===== config.mk =====
export PLATFORM = sky130hd
export DESIGN_NAME = scene_renderer
export DESIGN_NICKNAME = d
export VERILOG_FILES = /design/src/rtl/scene_pkg.sv /design/src/rtl/scene_palette_lut.sv /design/src/rtl/scene_renderer.sv
export SDC_FILE = /design/constraint.sdc
export NUM_CORES = 1
export LEC_CHECK = 0
export ABC_AREA = 0
export CORE_MARGIN = 2
export CORE_UTILIZATION = 31
export CTS_BUF_LIST = sky130_fd_sc_hd__clkbuf_16
export CTS_CLUSTER_SIZE = 28
export DETAILED_ROUTE_END_ITERATION = 6
export HOLD_SLACK_MARGIN = 0.08
export PLACE_DENSITY = 0.6
export SLEW_MARGIN = 20
export SYNTH_ARGS = -nofsm -noshare
export SYNTH_HDL_FRONTEND = slang
export SYNTH_SLANG_ARGS = --single-unit

===== constraint.sdc =====
create_clock -name vga_clk -period 4.15 [get_ports vga_clk]
set_clock_uncertainty 0.1 [all_clocks]
set_input_delay 0.83 -clock vga_clk [delete_from_list [all_inputs] [get_ports vga_clk]]
set_output_delay 0.83 -clock vga_clk [all_outputs]
set_load 0.02 [all_outputs]

===== src/rtl/scene_pkg.sv =====
// Shared definitions for the scene renderer.
//   fade_state_t : fade FSM encoding (IDLE, FADE_OUT, FADE_IN)
//   FADE_STEP    : brightness step applied on each frame_start while fading
//   LEVEL_MAX    : full brightness level (levels run 0..LEVEL_MAX)
//   fade_ch()    : scales one 4-bit colour channel by a 5-bit level
package scene_pkg;

    typedef enum logic [1:0] {
        IDLE     = 2'd0,
        FADE_OUT = 2'd1,
        FADE_IN  = 2'd2
    } fade_state_t;

    localparam int FADE_STEP = 2;
    localparam int LEVEL_MAX = 16;
    localparam int LEVEL_W   = 5;

    // (c * lvl) >> 4. The product never exceeds 15*16 = 240, so 8 bits hold it.
    function automatic logic [3:0] fade_ch(input logic [3:0] c, input logic [LEVEL_W-1:0] lvl);
        logic [7:0] p;
        p = {4'd0, c} * {3'd0, lvl};
        return p[7:4];
    endfunction

endpackage


===== src/rtl/scene_palette_lut.sv =====
// Combinational palette: 4-bit palette index to 12-bit {R,G,B} colour.
//   idx_i : palette index (from the background ROM)
//   rgb_o : {red[3:0], green[3:0], blue[3:0]}
module scene_palette_lut (
    input  logic [3:0]  idx_i,
    output logic [11:0] rgb_o
);

    always_comb begin
        rgb_o = 12'h000;
        case (idx_i)
            4'h0: rgb_o = 12'h0F5;
            4'h1: rgb_o = 12'h1E4;
            4'h2: rgb_o = 12'h2D7;
            4'h3: rgb_o = 12'h3C6;
            4'h4: rgb_o = 12'h4B1;
            4'h5: rgb_o = 12'h5A0;
            4'h6: rgb_o = 12'h693;
            4'h7: rgb_o = 12'h782;
            4'h8: rgb_o = 12'h87D;
            4'h9: rgb_o = 12'h96C;
            4'hA: rgb_o = 12'hA5F;
            4'hB: rgb_o = 12'hB4E;
            4'hC: rgb_o = 12'hC39;
            4'hD: rgb_o = 12'hD28;
            4'hE: rgb_o = 12'hE1B;
            4'hF: rgb_o = 12'hF0A;
            default: rgb_o = 12'h000;
        endcase
    end

endmodule


===== src/rtl/scene_renderer.sv =====
// Scrolling background renderer with frame-synchronous fade between scenes.
// Three-stage pixel pipeline: stage 1 registers the ROM address, the external
// synchronous ROM supplies the palette index in stage 2, and stage 3 applies
// palette + fade level into the registered RGB outputs.
//   vga_clk, reset        : clock, synchronous active-high reset
//   draw_x, draw_y, blank : current screen pixel, blank high = visible
//   frame_start           : one-cycle pulse per frame
//   scroll_x              : horizontal scroll in image pixels (latched per frame)
//   scene_sel, scene_req  : fade request to a new scene
//   rom_addr / rom_q      : external ROM port (1-cycle read latency)
//   busy                  : fade in progress
//   red, green, blue      : registered pixel colour
module scene_renderer
    import scene_pkg::*;
#(
    parameter int NUM_SCENES  = 4,
    parameter int IMG_W       = 256,
    parameter int IMG_H       = 240,
    parameter int SCALE_SHIFT = 1,
    parameter int ROM_AW      = $clog2(NUM_SCENES*IMG_W*IMG_H)
) (
    input  logic                          vga_clk,
    input  logic                          reset,
    input  logic [9:0]                    draw_x,
    input  logic [9:0]                    draw_y,
    input  logic                          blank,
    input  logic                          frame_start,
    input  logic [$clog2(IMG_W)-1:0]      scroll_x,
    input  logic [$clog2(NUM_SCENES)-1:0] scene_sel,
    input  logic                          scene_req,
    output logic [ROM_AW-1:0]             rom_addr,
    input  logic [3:0]                    rom_q,
    output logic                          busy,
    output logic [3:0]                    red,
    output logic [3:0]                    green,
    output logic [3:0]                    blue
);

    localparam int XW      = $clog2(IMG_W);
    localparam int SW      = $clog2(NUM_SCENES);
    localparam int IMG_PIX = IMG_W * IMG_H;

    // Fade control state
    fade_state_t        state_q, state_d;
    logic [LEVEL_W-1:0] level_q, level_d;
    logic [SW-1:0]      active_q, active_d;
    logic [SW-1:0]      pending_q, pending_d;
    logic [SW-1:0]      sel_clamped;
    logic [XW-1:0]      scroll_lat_q;

    // Pixel pipeline
    logic [ROM_AW-1:0]  rom_addr_q, rom_addr_d;
    logic [1:0]         vld_pipe_q;   // blank delayed to stage 1 / stage 2
    logic [1:0]         oob_pipe_q;   // out-of-image flag, same alignment
    logic [XW-1:0]      ix;
    logic [9:0]         iy;
    logic               oob;
    logic [ROM_AW-1:0]  scene_base;
    logic [11:0]        pal_rgb;
    logic [3:0]         red_q, green_q, blue_q;
    logic [3:0]         red_d, green_d, blue_d;

    // ---------------- stage 1: address generation ----------------
    // Truncating to XW bits gives the modulo-IMG_W wrap for free (IMG_W is 2^n).
    assign ix  = XW'(draw_x >> SCALE_SHIFT) + scroll_lat_q;
    assign iy  = draw_y >> SCALE_SHIFT;
    assign oob = (int'(iy) >= IMG_H);

    assign scene_base = ROM_AW'(active_q) * ROM_AW'(IMG_PIX);
    assign rom_addr_d = oob ? scene_base
                            : scene_base + (ROM_AW'(iy) << XW) + ROM_AW'(ix);

    // ---------------- fade FSM ----------------
    assign sel_clamped = (int'(scene_sel) >= NUM_SCENES) ? SW'(NUM_SCENES-1) : scene_sel;

    always_comb begin
        state_d   = state_q;
        level_d   = level_q;
        active_d  = active_q;
        pending_d = pending_q;
        case (state_q)
            IDLE: begin
                // frame_start is ignored here, so a coincident request takes
                // its first level step on the following frame_start.
                if (scene_req) begin
                    state_d   = FADE_OUT;
                    pending_d = sel_clamped;
                end
            end
            FADE_OUT: begin
                if (frame_start) begin
                    level_d = level_q - LEVEL_W'(FADE_STEP);
                    // Scene swaps only at a frame boundary while fully dark.
                    if (level_d == '0) begin
                        active_d = pending_q;
                        state_d  = FADE_IN;
                    end
                end
            end
            FADE_IN: begin
                if (frame_start) begin
                    level_d = level_q + LEVEL_W'(FADE_STEP);
                    if (level_d == LEVEL_W'(LEVEL_MAX)) state_d = IDLE;
                end
            end
            default: state_d = IDLE;
        endcase
    end

    // ---------------- stage 3: palette + fade ----------------
    scene_palette_lut u_pal (
        .idx_i (rom_q),
        .rgb_o (pal_rgb)
    );

    always_comb begin
        red_d   = 4'd0;
        green_d = 4'd0;
        blue_d  = 4'd0;
        if (vld_pipe_q[1] && !oob_pipe_q[1]) begin
            red_d   = fade_ch(pal_rgb[11:8], level_q);
            green_d = fade_ch(pal_rgb[7:4],  level_q);
            blue_d  = fade_ch(pal_rgb[3:0],  level_q);
        end
    end

    // ---------------- registers ----------------
    always_ff @(posedge vga_clk) begin
        if (reset) begin
            state_q      <= IDLE;
            level_q      <= LEVEL_W'(LEVEL_MAX);
            active_q     <= '0;
            pending_q    <= '0;
            scroll_lat_q <= '0;
            rom_addr_q   <= '0;
            vld_pipe_q   <= '0;
            oob_pipe_q   <= '0;
            red_q        <= '0;
            green_q      <= '0;
            blue_q       <= '0;
        end else begin
            state_q    <= state_d;
            level_q    <= level_d;
            active_q   <= active_d;
            pending_q  <= pending_d;
            if (frame_start) scroll_lat_q <= scroll_x;
            rom_addr_q <= rom_addr_d;
            vld_pipe_q <= {vld_pipe_q[0], blank};
            oob_pipe_q <= {oob_pipe_q[0], oob};
            red_q      <= red_d;
            green_q    <= green_d;
            blue_q     <= blue_d;
        end
    end

    assign rom_addr = rom_addr_q;
    assign busy     = (state_q != IDLE);
    assign red      = red_q;
    assign green    = green_q;
    assign blue     = blue_q;

endmodule


==> impl_metrics.py, run 1 <==
metrics = {
    "status": {
        "status": "finished clean",
    },
    "yosys": {
        "synthFlopType": "dfxtp_1",
        "ys_warn_count": 0,
        "synth_nets": 450,
        "async_reset_ff_share_pct": 0,
        "syn_inst": 355,
        "syn_avg_cell_area_sq_um": 9.36,
        "synth_top_area_share_pct": 31.3,
        "synth_area_leader_cell": "dfxtp_1",
        "ys_seq_area_share_pct": 31.3,
        "syn-cell-area_sq_um": 3320,
        "ys_ff_latch": 52,
        "ys_types": 49,
        "synthTopCellsByArea": "dfxtp_1 (31%), ha_1 (16%), fa_1 (8.4%)",
        "synth_edf_count": 0,
    },
    "floorplan": {
        "core-area_sq_um": 10400,
        "num_rows": 37,
        "fp.dieW_microns": 108,
        "dieArea_sq_um": 11600,
        "ios": 70,
        "initial_core_util_pct": 32.0,
        "die_h_microns": 108,
    },
    "flow_run": {
        "drv_cap": 0,
    },
    "sta": {
        "post-route-period-util_pct": 89.9,
        "setup_viol": 0,
        "rsz0062_at_grt": "no",
        "fmax_mhz": 268,
        "layout_setup_ws_ns": 0.419,
        "tightestPinTransition_ns": 0.691,
        "fin_crit_ns": 3.73,
        "hold_viol": 0,
        "setup_tns_ns": 0,
        "drv_slew": 0,
        "slew_headroom_pct": 53.8,
    },
    "final_layout": {
        "layout_commonest_cell": "clkdlybuf4s50_1",
        "num-nets-final": 517,
        "antenna_cells": 0,
        "fill_cells": 1045,
        "drive_gt1_share_pct": 4.02,
        "layout_common_cells": "clkdlybuf4s50_1 (66), dfxtp_1 (52), ha_1 (42)",
        "area_growth_pct": 29.1,
    },
    "clocking": {
        "cts-root-buf": "clkbuf_16",
        "numClockSinks": 52,
        "hold_buffers": 0,
        "clk_pin_slew_ns": 0.07,
        "htreeDepth": 2,
        "cts_tree": "done",
        "post_cts_buffers": 0,
        "post_cts_resized": 0,
        "numCtsBuffers": 5,
        "clkLatencyLatePin_ns": 0.29,
        "cts_buffer_depth": 2,
    },
    "global_route": {
        "grt_pass1_wl_mm": 11.8,
        "grt.total_usage_pct": 12.7,
        "grt_pass1_vias": 2555,
        "antenna_found_initial": 0,
        "grt_overflow": 0,
        "grt_max_degree": 33,
    },
    "worst_setup_path": {
        "arrival_ns": 3.80,
        "cp-end-kind": "register",
        "crit_type": "in -> reg",
        "crit_fanout": 8,
        "crit_required_ns": 4.22,
        "start_kind": "input pin",
    },
    "power_and_ir_drop": {
        "p_leak_nw": 1.91,
        "ir_drop_v": 0.000174,
        "p_per_area_nw_per_um2": 293,
    },
    "min_path": {
        "hold_class": "reg -> reg",
    },
    "detailed_routing": {
        "drtIter0Drc": 92,
        "vias_per_cell": 4.64,
        "wire_per_inst_microns": 12.4,
        "vias": 2594,
        "routed_wl_mm": 6.96,
        "drc": 0,
        "ant_nets": 0,
        "drt_pass1_iterations": 4,
    },
    "placement": {
        "pre_cts_slack_ns": 0.108,
        "post-dp-hpwl_mm": 5.46,
        "portBuffers": 66,
        "place_congestion": 0.865,
    },
}
sequential cells by signal (all words and copies together), names as in the netlist:
signal / cells
pending_q: 2
state_q: 2
oob_pipe_q: 2
green: 4
active_q: 2
level_q: 4
red: 4
scroll_lat_q: 8
vld_pipe_q: 2
rom_addr: 18
blue: 4
cell usage after synthesis, types with 6 or more instances:
library cell,instances
nor2_1,40
o21ai_0,9
xnor2_1,13
a21oi_1,9
nand2_1,18
inv_1,26
nor2b_1,17
fa_1,14
mux2i_1,14
nor3_1,6
o21a_1,6
a211oi_1,7
ha_1,42
dfxtp_1,52
and2_1,15
nand2b_1,6
metrics by stage:
stage          cells  instance area [sq um]  total power [W]  utilization [%]  hold WS, ns
6_report         559                   4290          0.00126             41.4        0.345
5_1_grt          559                   4290          0.00133             41.4        0.367
4_1_cts          559                   4290          0.00128             41.4        0.351
3_5_place_dp     551                   4140         0.000849             39.9        0.332
3_3_place_gp     551                   4140         0.000845             39.9        0.320
2_1_floorplan    355                   3320         0.000741                -        0.314
worst paths after layout:
path / startpoint / to / slack (ns) / cells after the start
hold reg to reg: oob_pipe_q[0] / oob_pipe_q[1] / 0.34 / 1
setup / recovery: rom_q[3] / red[3] / 0.42 / 11
setup reg to reg: level_q[2] / green[3] / 0.94 / 10
hold / removal: oob_pipe_q[0] / oob_pipe_q[1] / 0.34 / 1
critical path: stages:
cell	delay, ns
clkdlybuf4s50_1	0.61
nand2_1	0.17
fa_1	0.57
inv_1	0.05
fa_1	0.56
inv_1	0.06
fa_1	0.43
nor2b_1	0.17
o21a_1	0.14
o21ai_0	0.06
nor3b_1	0.14
cell type report:
type / count / area, sq um / area share [%]
Clock inverter: 3 / 22.5 / 0.525
Tap cell: 136 / 170 / 3.97
Sequential cell: 52 / 1040 / 24.3
Timing Repair Buffer: 70 / 691 / 16.1
Multi-Input combinational cell: 267 / 2140 / 49.9
Inverter: 26 / 97.6 / 2.28
Clock buffer: 5 / 125 / 2.92
power breakdown:
part,internal [W],switching [W],leakage (nW)
clock network,0.000226,0.000193,0.0742
registers,0.000522,0.0000184,0.426
logic,0.000150,0.000148,1.41
total,0.000898,0.000360,1.91
logic make-up (layout without fill, tap and decap cells):
logic type,Yosys count,count (layout),share of synthesized area (%)
simple gates,128,128,20.5
fa+ha+maj,56,56,24.2
flops,52,52,31.3
compound gates,49,49,10.1
buf+inv,36,104,4.22
xor+xnor,18,18,4.74
mux,16,16,4.89
metal layers:
layer | routed length (microns) | up-vias | track usage (%)
met2 | 3320 | 42 | 20.6
met1 | 3320 | 1198 | 17.2
met4 | 100 | 0 | 4.30
li1 | - | 1347 | -
met5 | 0 | - | 0
met3 | 213 | 7 | 2.12
(Power assumes the default switching activity.)
==> run 2: changes to the inputs <==
--- a/config.mk
+++ b/config.mk
@@ -7,12 +7,12 @@
 export LEC_CHECK = 0
 export ABC_AREA = 0
 export CORE_MARGIN = 2
-export CORE_UTILIZATION = 31
+export CORE_UTILIZATION = 40
 export CTS_BUF_LIST = sky130_fd_sc_hd__clkbuf_16
 export CTS_CLUSTER_SIZE = 28
 export DETAILED_ROUTE_END_ITERATION = 6
 export HOLD_SLACK_MARGIN = 0.08
-export PLACE_DENSITY = 0.6
+export PLACE_DENSITY = 0.72
 export SLEW_MARGIN = 20
 export SYNTH_ARGS = -nofsm -noshare
 export SYNTH_HDL_FRONTEND = slang
==> impl_metrics.py, run 2 (synthesized netlist as in run 1, its figures left out) <==
metrics = {
    "global_route": {
        "grt_overflow": 0,
        "grt_pass1_vias": 2573,
        "grt_pass1_wl_mm": 11.3,
        "grt.total_usage_pct": 15.8,
        "grt_max_degree": 18,
        "antenna_found_initial": 0,
    },
    "power_and_ir_drop": {
        "ir_drop_v": 0.000180,
        "p_per_area_nw_per_um2": 295,
        "p_comb_share_pct": 23.4,
        "p_sw_share_pct": 28.6,
        "clock_power_share_pct": 33.4,
        "totalPowerFinal_w": 0.00126,
        "p_sw_w": 0.000360,
        "p_leak_nw": 1.91,
        "power_frac_seq_pct": 43.1,
        "p_int_w": 0.000896,
    },
    "floorplan": {
        "dieArea_sq_um": 9050,
        "core-area_sq_um": 8130,
        "die_h_microns": 95.2,
        "fp.dieW_microns": 95.2,
        "ios": 70,
        "num_rows": 33,
        "initial_core_util_pct": 40.9,
    },
    "sta": {
        "post-route-period-util_pct": 89.0,
        "setup_tns_ns": 0,
        "tightestPinTransition_ns": 0.678,
        "hold_viol": 0,
        "drv_slew": 0,
        "setup_viol": 0,
        "slew_headroom_pct": 54.7,
        "fmax_mhz": 271,
        "whs_ns": 0.345,
        "rsz0062_at_grt": "no",
        "fin_crit_ns": 3.69,
    },
    "placement": {
        "placedInstanceArea_sq_um": 4110,
        "place_congestion": 0.855,
        "post-dp-hpwl_mm": 5.37,
        "portBuffers": 66,
    },
    "final_layout": {
        "layout_commonest_cell": "clkdlybuf4s50_1",
        "drive_gt1_share_pct": 4.25,
        "num-nets-final": 518,
        "antenna_cells": 0,
        "largest_reg_flops": 18,
        "fin_area_sq_um": 4260,
        "layout_common_cells": "clkdlybuf4s50_1 (66), dfxtp_1 (52), ha_1 (42)",
        "area_growth_pct": 28.1,
        "fill_cells": 729,
    },
    "worst_setup_path": {
        "arrival_ns": 3.76,
        "crit_required_ns": 4.22,
        "reg2reg_from": "level_q[3]",
        "startpoint": "rom_q[3]",
        "crit_type": "in -> reg",
        "cp_slowest_cell": "clkdlybuf4s50_1",
        "start_kind": "input pin",
        "path_cells": "clkdlybuf4s50_1, nand2_1, fa_1, inv_1, fa_1, inv_1, fa_1, nor2b_1, o21a_1, o21ai_0, nor3b_1",
        "critPathBufInv": 3,
        "cp-end-kind": "register",
        "cp_top_family": "adder cells",
        "crit_fanout": 6,
        "slowest_delay_ns": 0.58,
        "worst_path_most_repeated_cell": "fa_1",
    },
    "flow_run": {
        "drv_cap": 0,
    },
    "clocking": {
        "numCtsBuffers": 5,
        "hold_buffers": 0,
        "cts_tree": "done",
        "post_cts_buffers": 0,
        "post_cts_resized": 0,
        "numClockSinks": 52,
        "htreeDepth": 2,
        "cts-root-buf": "clkbuf_16",
        "clk_pin_slew_ns": 0.07,
        "cts_buffer_depth": 2,
        "clkLatencyLatePin_ns": 0.29,
    },
    "detailed_routing": {
        "drt_pass1_iterations": 4,
        "wire_per_inst_microns": 12.8,
        "ant_nets": 0,
        "vias": 2622,
        "vias_per_cell": 4.96,
        "drc": 0,
        "drtIter0Drc": 60,
        "routed_wl_mm": 6.75,
    },
    "status": {
        "status": "finished clean",
    },
    "min_path": {
        "hold_class": "reg -> reg",
        "hold_start": "vld_pipe_q[0]",
    },
}
[run 2: changes by cell type in the layout (fill, tap and decap cells not counted)]
| cell | change |
|---|---|
| buf_4 | +1 |
| clkinv_4 | -1 |
| clkinvlp_4 | +1 |
[run 2: layer usage]
metal	track usage [%]	vias to the layer above	share of wire, %
met4	4.47	0	1.3
li1	-	1346	-
met3	3.16	6	3.5
met5	0	-	0
met2	28.5	46	49
met1	19.0	1224	46
[run 2: layout make-up]
cell class	instances	area, sq um	area share [%]
Multi-Input combinational cell	267	2140	50.3
Sequential cell	52	1040	24.5
Timing Repair Buffer	71	698	16.4
Tap cell	105	131	3.09
Clock buffer	5	125	2.94
Inverter	26	97.6	2.29
Clock inverter	3	21.3	0.500
[run 2: power groups by stage]
stage               logic [W]  clock network (W)  registers, W
floorplan            0.000182                  0      0.000559
global placement     0.000289                  0      0.000553
detailed placement   0.000293                  0      0.000554
CTS                  0.000297           0.000433      0.000542
global route         0.000329           0.000450      0.000546
finish               0.000294           0.000420      0.000542
[run 2: path summary, 6_finish.rpt]
kind	to	slack [ns]	cells after the start
max reg2reg	red[3]	0.90	10
min reg2reg	vld_pipe_q[1]	0.34	1
max	red[3]	0.46	11
min	vld_pipe_q[1]	0.34	1
[run 2: metrics by stage]
| stage | utilization [%] | worst slack [ns] | instances |
|---|---|---|---|
| 3_5_place_dp | 50.5 | 0.139 | 521 |
| 5_1_grt | 52.3 | 0.315 | 529 |
| 2_1_floorplan | - | 0.732 | 355 |
| 6_report | 52.3 | 0.457 | 529 |
| 4_1_cts | 52.3 | 0.443 | 529 |
| 3_3_place_gp | 50.5 | 0.186 | 521 |
[run 2: worst reg2reg max path, cell delays in order (launching register included)]
cell	delay, ns
dfxtp_1	0.67
nand2_1	0.20
fa_1	0.52
inv_1	0.06
fa_1	0.56
inv_1	0.07
fa_1	0.43
nor2b_1	0.16
o21a_1	0.14
o21ai_0	0.06
nor3b_1	0.14
